## config.mk

```make
export PLATFORM = sky130hd
export DESIGN_NAME = bus_turn_ctrl_flat
export DESIGN_NICKNAME = d
export VERILOG_FILES = /design/src/rtl/bus_turn_if.sv /design/src/rtl/bus_turn_ctrl.sv /design/src/flat_wrapper.sv
export SDC_FILE = /design/constraint.sdc
export NUM_CORES = 1
export LEC_CHECK = 0
export CAP_MARGIN = 20
export CORE_MARGIN = 2
export CORE_UTILIZATION = 35
export CTS_BUF_LIST = sky130_fd_sc_hd__clkbuf_16
export DETAILED_ROUTE_END_ITERATION = 12
export SLEW_MARGIN = 0
export SYNTH_ARGS = -nofsm -noshare
export SYNTH_HDL_FRONTEND = slang
export SYNTH_SLANG_ARGS = --single-unit
```

## constraint.sdc

```tcl
create_clock -name clk -period 3.12 [get_ports clk]
set_input_delay 0.312 -clock clk [delete_from_list [all_inputs] [get_ports clk]]
set_output_delay 0.312 -clock clk [all_outputs]
set_load 0.01 [all_outputs]
```

## src/rtl/bus_turn_if.sv

```systemverilog
// Handshake and tri-state control bundle between the two bus sides and the
// turnaround controller.
interface bus_turn_if;
  logic req_a;
  logic req_b;
  logic done_a;
  logic done_b;
  logic grant_a;
  logic grant_b;
  logic oe_a;
  logic oe_b;
  logic turn;
  logic busy;

  modport master (
    input  req_a, req_b, done_a, done_b,
    output grant_a, grant_b, oe_a, oe_b, turn, busy
  );

  modport slave (
    output req_a, req_b, done_a, done_b,
    input  grant_a, grant_b, oe_a, oe_b, turn, busy
  );
endinterface

```

## src/rtl/bus_turn_ctrl.sv

```systemverilog
// Ownership arbiter for a shared bidirectional net: grants one side at a time
// and inserts an undriven turnaround gap between every pair of ownerships.
module bus_turn_ctrl #(
  parameter int unsigned TURN_CYC = 2,
  parameter int unsigned MAX_HOLD = 8
) (
  input  logic       clk,
  input  logic       rst_n,
  bus_turn_if.master bus
);

  localparam int unsigned HOLD_W = $clog2(MAX_HOLD + 1);
  localparam logic [HOLD_W-1:0] HOLD_ONE  = HOLD_W'(1);
  localparam logic [HOLD_W-1:0] HOLD_ZERO = HOLD_W'(0);
  localparam logic [HOLD_W-1:0] HOLD_LAST = HOLD_W'(MAX_HOLD);
  localparam logic [3:0]        TURN_LAST = 4'(TURN_CYC);

  typedef enum logic [1:0] {
    ST_IDLE  = 2'd0,
    ST_GNT_A = 2'd1,
    ST_GNT_B = 2'd2,
    ST_TURN  = 2'd3
  } state_t;

  typedef enum logic {
    OWN_A = 1'b0,
    OWN_B = 1'b1
  } owner_t;

  state_t            state_r;
  state_t            state_nxt_s;
  owner_t            last_owner_r;
  owner_t            last_owner_nxt_s;
  logic [HOLD_W-1:0] hold_cnt_r;
  logic [HOLD_W-1:0] hold_cnt_nxt_s;
  logic [3:0]        turn_cnt_r;
  logic [3:0]        turn_cnt_nxt_s;
  logic [1:0]        rst_sync_r;
  logic              arb_en_s;
  logic              grant_a_r;
  logic              grant_b_r;
  logic              turn_r;
  logic              busy_r;

  // Reset release synchroniser: arbitration stays frozen until two edges after rst_n rises.
  always_ff @(posedge clk or negedge rst_n) begin
    if (!rst_n) begin
      rst_sync_r <= 2'b00;
    end else begin
      rst_sync_r <= {rst_sync_r[0], 1'b1};
    end
  end

  assign arb_en_s = rst_sync_r[1];

  // State, ownership history and counters.
  always_ff @(posedge clk or negedge rst_n) begin
    if (!rst_n) begin
      state_r      <= ST_IDLE;
      last_owner_r <= OWN_B;
      hold_cnt_r   <= HOLD_ZERO;
      turn_cnt_r   <= 4'd0;
    end else begin
      state_r      <= state_nxt_s;
      last_owner_r <= last_owner_nxt_s;
      hold_cnt_r   <= hold_cnt_nxt_s;
      turn_cnt_r   <= turn_cnt_nxt_s;
    end
  end

  // Next-state and counter decode; hold counter tops out at MAX_HOLD, where it releases.
  always_comb begin
    state_nxt_s      = state_r;
    last_owner_nxt_s = last_owner_r;
    hold_cnt_nxt_s   = hold_cnt_r;
    turn_cnt_nxt_s   = turn_cnt_r;
    case (state_r)
      ST_IDLE: begin
        if (arb_en_s && (bus.req_a || bus.req_b)) begin
          // A wins if alone, or on a tie when B owned the net last.
          if (bus.req_a && (!bus.req_b || (last_owner_r == OWN_B))) begin
            state_nxt_s      = ST_GNT_A;
            last_owner_nxt_s = OWN_A;
          end else begin
            state_nxt_s      = ST_GNT_B;
            last_owner_nxt_s = OWN_B;
          end
          hold_cnt_nxt_s = HOLD_ONE;
        end else begin
          hold_cnt_nxt_s = HOLD_ZERO;
        end
      end
      ST_GNT_A: begin
        if (bus.done_a || (hold_cnt_r == HOLD_LAST)) begin
          state_nxt_s    = ST_TURN;
          hold_cnt_nxt_s = HOLD_ZERO;
          turn_cnt_nxt_s = 4'd1;
        end else begin
          hold_cnt_nxt_s = hold_cnt_r + HOLD_ONE;
        end
      end
      ST_GNT_B: begin
        if (bus.done_b || (hold_cnt_r == HOLD_LAST)) begin
          state_nxt_s    = ST_TURN;
          hold_cnt_nxt_s = HOLD_ZERO;
          turn_cnt_nxt_s = 4'd1;
        end else begin
          hold_cnt_nxt_s = hold_cnt_r + HOLD_ONE;
        end
      end
      ST_TURN: begin
        if (turn_cnt_r == TURN_LAST) begin
          state_nxt_s    = ST_IDLE;
          turn_cnt_nxt_s = 4'd0;
        end else begin
          turn_cnt_nxt_s = turn_cnt_r + 4'd1;
        end
      end
      default: begin
        state_nxt_s    = ST_IDLE;
        hold_cnt_nxt_s = HOLD_ZERO;
        turn_cnt_nxt_s = 4'd0;
      end
    endcase
  end

  // Outputs registered from the next state so they change exactly with state_r.
  always_ff @(posedge clk or negedge rst_n) begin
    if (!rst_n) begin
      grant_a_r <= 1'b0;
      grant_b_r <= 1'b0;
      turn_r    <= 1'b0;
      busy_r    <= 1'b0;
    end else begin
      grant_a_r <= (state_nxt_s == ST_GNT_A);
      grant_b_r <= (state_nxt_s == ST_GNT_B);
      turn_r    <= (state_nxt_s == ST_TURN);
      busy_r    <= (state_nxt_s != ST_IDLE);
    end
  end

  assign bus.grant_a = grant_a_r;
  assign bus.oe_a    = grant_a_r;
  assign bus.grant_b = grant_b_r;
  assign bus.oe_b    = grant_b_r;
  assign bus.turn    = turn_r;
  assign bus.busy    = busy_r;

endmodule

```

## src/flat_wrapper.sv

```systemverilog
// flat-port wrapper written by rule: the top's interface ports become plain ports
module bus_turn_ctrl_flat 
#(
  parameter int unsigned TURN_CYC = 2,
  parameter int unsigned MAX_HOLD = 8
)
  (clk, rst_n, bus_req_a, bus_req_b, bus_done_a, bus_done_b, bus_grant_a, bus_grant_b, bus_oe_a, bus_oe_b, bus_turn, bus_busy);
  bus_turn_if bus_i ();
  input  logic clk;
  input  logic rst_n;
  input wire logic [$bits(bus_i.req_a)-1:0] bus_req_a;
  input wire logic [$bits(bus_i.req_b)-1:0] bus_req_b;
  input wire logic [$bits(bus_i.done_a)-1:0] bus_done_a;
  input wire logic [$bits(bus_i.done_b)-1:0] bus_done_b;
  output wire logic [$bits(bus_i.grant_a)-1:0] bus_grant_a;
  output wire logic [$bits(bus_i.grant_b)-1:0] bus_grant_b;
  output wire logic [$bits(bus_i.oe_a)-1:0] bus_oe_a;
  output wire logic [$bits(bus_i.oe_b)-1:0] bus_oe_b;
  output wire logic [$bits(bus_i.turn)-1:0] bus_turn;
  output wire logic [$bits(bus_i.busy)-1:0] bus_busy;
  assign bus_i.req_a = bus_req_a;
  assign bus_i.req_b = bus_req_b;
  assign bus_i.done_a = bus_done_a;
  assign bus_i.done_b = bus_done_b;
  assign bus_grant_a = bus_i.grant_a;
  assign bus_grant_b = bus_i.grant_b;
  assign bus_oe_a = bus_i.oe_a;
  assign bus_oe_b = bus_i.oe_b;
  assign bus_turn = bus_i.turn;
  assign bus_busy = bus_i.busy;
  bus_turn_ctrl #(.TURN_CYC(TURN_CYC), .MAX_HOLD(MAX_HOLD)) u_core (.clk(clk), .rst_n(rst_n), .bus(bus_i));
endmodule
```

# After elaboration in Yosys (flattened, before gate mapping)
# Cells that the tools add are included.
[totals]
input_bits = 6
wordCells = 49
ff_bits = 17
out_inout_bits = 6
[op_classes]
mux = 15
eq_ne = 10
add_sub_neg = 2
reduce_logical = 13
[op_table]
columns = ["cell", "count"]
rows = [
  ["4-bit case mux with 3 select lines", 2],
  ["4-bit two-way mux", 5],
  ["2-bit two-way mux", 5],
  ["4-bit by 1-bit adder with 4-bit output, second input constant", 2],
  ["2-bit equality test, second input constant", 4],
  ["2-bit case mux with 4 select lines", 1],
  ["3-bit nonzero test", 2],
  ["2-bit by 1-bit equality test with 1-bit output, second input constant", 2],
  ["4-bit by 2-bit equality test with 1-bit output, second input constant", 1],
  ["4-bit equality test, second input constant", 1],
  ["1-bit logical OR", 4],
  ["2-bit by 1-bit != test with 1-bit output, second input constant", 2],
  ["3-bit AND reduction", 1],
  ["1-bit logical AND", 2],
  ["2-bit logical NOT", 1],
  ["1-bit two-way mux", 2],
  ["2-bit AND reduction", 1],
  ["2-bit nonzero test", 1],
  ["1-bit logical NOT", 1],
]

# Depth between registers and ports, before layout
[logic_depth]
word_depth = 7
mapped_depth = 6
ltp_nobuf = 6

# Worst setup path before layout
# Ideal clock, no wire load.
[synth_path]
path_kind = "reg-to-reg"
start = "reg u_core.state_r[1]"
end = "reg u_core.grant_b_r, in the netlist u_core.bus.grant_b"
synth_period_minus_slack_ns = 1.703
path_buffers = 0
setup_ns = 0.073
path_stages_with_launch = 7
t_arrival_ns = 1.630
path_slack_ns = 1.417
required_ns = 3.047
path_cell_list = "dfrtp_1 inv_1 ha_1 or4_1 o32ai_1 a22o_2 nor2b_1"
[synth_via]
elab_chain_len = 3
elab_cells_between_ends = 10
cone_classes = "eq/ne (4); mux (5); reduce/logical (1)"
[synth_lines]
columns = ["element", "line", "text"]
rows = [
  ["start, declared", "bus_turn_ctrl.sv:30", "state_t state_r;"],
  ["start signal, assigned", "bus_turn_ctrl.sv:64", "state_r <= state_nxt_s;"],
  ["2-bit equality test, or another cell as far along", "bus_turn_ctrl.sv:77", "case (state_r)"],
  ["2-bit case mux with 4 select lines *", "bus_turn_ctrl.sv:77", ""],
  ["2-bit equality test *", "bus_turn_ctrl.sv:136", "grant_b_r <= (state_nxt_s == ST_GNT_B);"],
  ["end signal, assigned", "bus_turn_ctrl.sv:136", ""],
  ["end, declared", "bus_turn_ctrl.sv:41", "logic grant_b_r;"],
]
# Every way passes the cells marked *; elsewhere a longest branch is shown, timed or not.
# A chain may end at the register's enable or synchronous reset.

# Final worst setup path
[layout_path]
start = "reg u_core.state_r[0]"
end = "reg u_core.grant_b_r, in the netlist u_core.bus.grant_b"
# Same word-level chain as after synthesis.

==> flow_summary.toml <==
[outcome]
status = "finished, final reports clean"

[placement]
portBuffers = 11
gp_congestion = 0.770
hpwl_um = 1300

[synthesis]
ys.warnings.count = 0
synthCells = 91
ys_seq_elements = 17
yosysTopAreaCell = "dfrtp_1"
synth-edff-count = 0
syn-num-nets = 106
synthTopCellsByArea = "dfrtp_1 (42%), ha_1 (12%), inv_1 (3.6%), o21ai_0 (3.2%), o31ai_1 (3.2%)"
yosysMostFrequentCell = "dfrtp_1"
synthFlopType = "dfrtp_1"
synth_common_cells = "dfrtp_1 (16), ha_1 (9), inv_1 (9)"
syn_avg_cell_area_um2 = 10.4
netlist_area_um2 = 943
synth.distinct_cells = 38
seq_area_frac_synth = 0.452
synth_top_area_frac = 0.424
async_flop_share = 1.00

[routing]
wl_um = 1800
viasPerCell = 5.20
postRouteAntennaNets = 0
num_vias = 692
drtIter0Drc = 13
first_pass_iters = 4
drc_errors = 0
wl_per_cell_um = 13.5

[cts]
post_cts_resized = 0
clkTransAtPathRegs_ps = 50
clockBufferDepth = 2
cts.hold.buffers_added = 0
root_buffer = "clkbuf_16"
clock-sinks = 17
post-cts-setup-buffer-count = 0
h-tree-depth = 1
clk_latency_ps = 250
cts_made_buffers = 3
cts_tree = "yes"

[timing]
finalSetupViolations = 0
drv_slew = 0
rsz0062_at_grt = "false"
max_slew.worst_pin.slew_ps = 747
post-route-period-util = 0.645
maxSlewHeadroom = 0.501
final-hold-violation-count = 0
finalCriticalPeriod_ps = 2010
fin_skew_ps = 1.67
max_freq_mhz = 497
setup_tns_ps = 0

[worst_hold_path]
hp-class = "reg2reg"
hold_path_depth = 0
hp-start = "u_core.rst_sync_r[0]"
hold-path-endpoint = "u_core.rst_sync_r[1]"

[floorplanning]
fp.dieH_um = 55.9
fp.coreArea_um2 = 2520
die_area_um2 = 3130
rows = 18
pin_count = 12
initial_core_util = 0.374
fp.dieW_um = 55.9

[pwr]
p_per_area_nw_per_um2 = 967
ir_drop_v = 0.000524
leakage_nw = 0.531

[worst_setup_path]
crit_path_end_kind = "flop"
start_kind = "flop"
reg2reg_slack_ps = 1110
worst-path-buf-inv = 1
timing.rr.end = "u_core.bus.grant_b"
rr_startpoint = "u_core.state_r[0]"
critPathMaxStageDelay_ps = 540
crit_arrival_ps = 2200
worstSetupPathType = "reg2reg"
slowest_stage = "or4_1"
reg2reg_depth = 6
cp_cell_sequence = "inv_1, ha_1, or4_1, o32ai_1, a22o_2, nor2b_1"
crit_fanout = 12
required_ps = 3300
critical_path.top_delay_family = "simple AND/OR/NAND/NOR gates"

[final_layout]
antenna_cells = 0
fin_nets = 119
layout-drive-gt1-share = 0.0971
syn2layout_area_growth_pct = 22.0
ff_latch_area_um2 = 427
final_core_utilization = 0.456
multi_input_area_um2 = 464
fillCellCount = 243

[global_route]
antenna_found_initial = 0
grt_max_degree = 18
grt_overflow = 0
grt_pass1_wl_um = 2970
grt_pass1_vias = 665
grt_usage = 0.125

[run]
drv_cap = 0
==> per-stage QoR <==
stage	cell area [um2]	worst slack (ps)	power (mW)	hold slack [ps]	cells
2_1_floorplan	943	1420	0.714	16.4	91
3_5_place_dp	1070	1140	0.861	335	129
6_report	1150	1110	1.11	346	133
3_3_place_gp	1070	1230	0.853	332	129
4_1_cts	1150	1120	1.12	346	133
5_1_grt	1150	976	1.20	361	133
==> state kept, by name, summed over array words and instances, names as in the netlist <==
signal / flops
u_core.hold_cnt_r: 4
u_core.turn_cnt_r: 4
u_core.rst_sync_r: 2
u_core.state_r: 2
u_core.bus.busy: 1
u_core.bus.grant_a: 1
u_core.bus.grant_b: 1
u_core.bus.turn: 1
u_core.last_owner_r: 1
==> cells in the final DEF (no fill, tap or decap), types with 2 or more instances in the layout <==
cell	count
nand2b_1	2
dfrtp_1	16
ha_1	9
clkdlybuf4s50_1	11
o41ai_1	2
nor2b_1	2
clkbuf_16	3
inv_1	10
nand2_1	7
o31ai_1	4
o21ai_0	6
nand3_1	5
==> where the power goes <==
part	switching (mW)	total [mW]	internal, mW	leakage [nW]
Sequential	0.0595	0.354	0.295	0.213
Combinational	0.269	0.504	0.235	0.276
Clock	0.0848	0.255	0.170	0.0423
Total	0.413	1.11	0.700	0.531
==> layer usage <==
| layer | part of all wire | up-vias | track usage |
|---|---|---|---|
| li1 | - | 350 | - |
| met2 | 0.43 | 16 | 0.187 |
| met3 | 0.051 | 5 | 0.0279 |
| met4 | 0.030 | 0 | 0.0816 |
| met5 | 0 | - | 0 |
| met1 | 0.49 | 321 | 0.160 |
==> final cells by class <==
| class | instances | share of cell area |
|---|---|---|
| clock inverter | 1 | 0.00326 |
| tap | 30 | 0.0326 |
| inverter | 9 | 0.0293 |
| sequential | 17 | 0.371 |
| multi-input combinational | 62 | 0.403 |
| clock buffer | 3 | 0.0652 |
| timing repair buffer | 11 | 0.0957 |
==> cells by family (layout without fill, tap and decap cells) <==
group,Yosys count,in the layout,share of synthesized area
AO/OA/AOI/OAI,26,26,0.206
adder cells (fa/ha/maj),9,9,0.119
buffers and inverters,12,24,0.0557
flip-flops,17,17,0.452
multiplexers,1,1,0.0119
other,1,1,0.00397
AND/OR/NAND/NOR,25,25,0.151
==> worst register-to-register path: cells and delay by family, from the launching register on <==
kind | cells | cell delay [ps]
adder cells (fa/ha/maj) | 1 | 350
AO/OA/AOI/OAI | 2 | 380
buffers and inverters | 1 | 110
flip-flops | 1 | 430
AND/OR/NAND/NOR | 2 | 670
==> worst max path at each step <==
stage / from / to / slack, ps / cells past startpoint
floorplan: u_core.state_r[1] / u_core.bus.grant_b / 1420 / 6
global placement: u_core.state_r[1] / u_core.bus.grant_b / 1230 / 6
detailed placement: u_core.state_r[0] / u_core.bus.grant_b / 1140 / 6
CTS: u_core.state_r[0] / u_core.bus.grant_b / 1120 / 6
global route: u_core.state_r[0] / u_core.bus.grant_b / 980 / 6
finish: u_core.state_r[0] / u_core.bus.grant_b / 1110 / 6
Note: power is estimated with default switching activity, not from simulation.
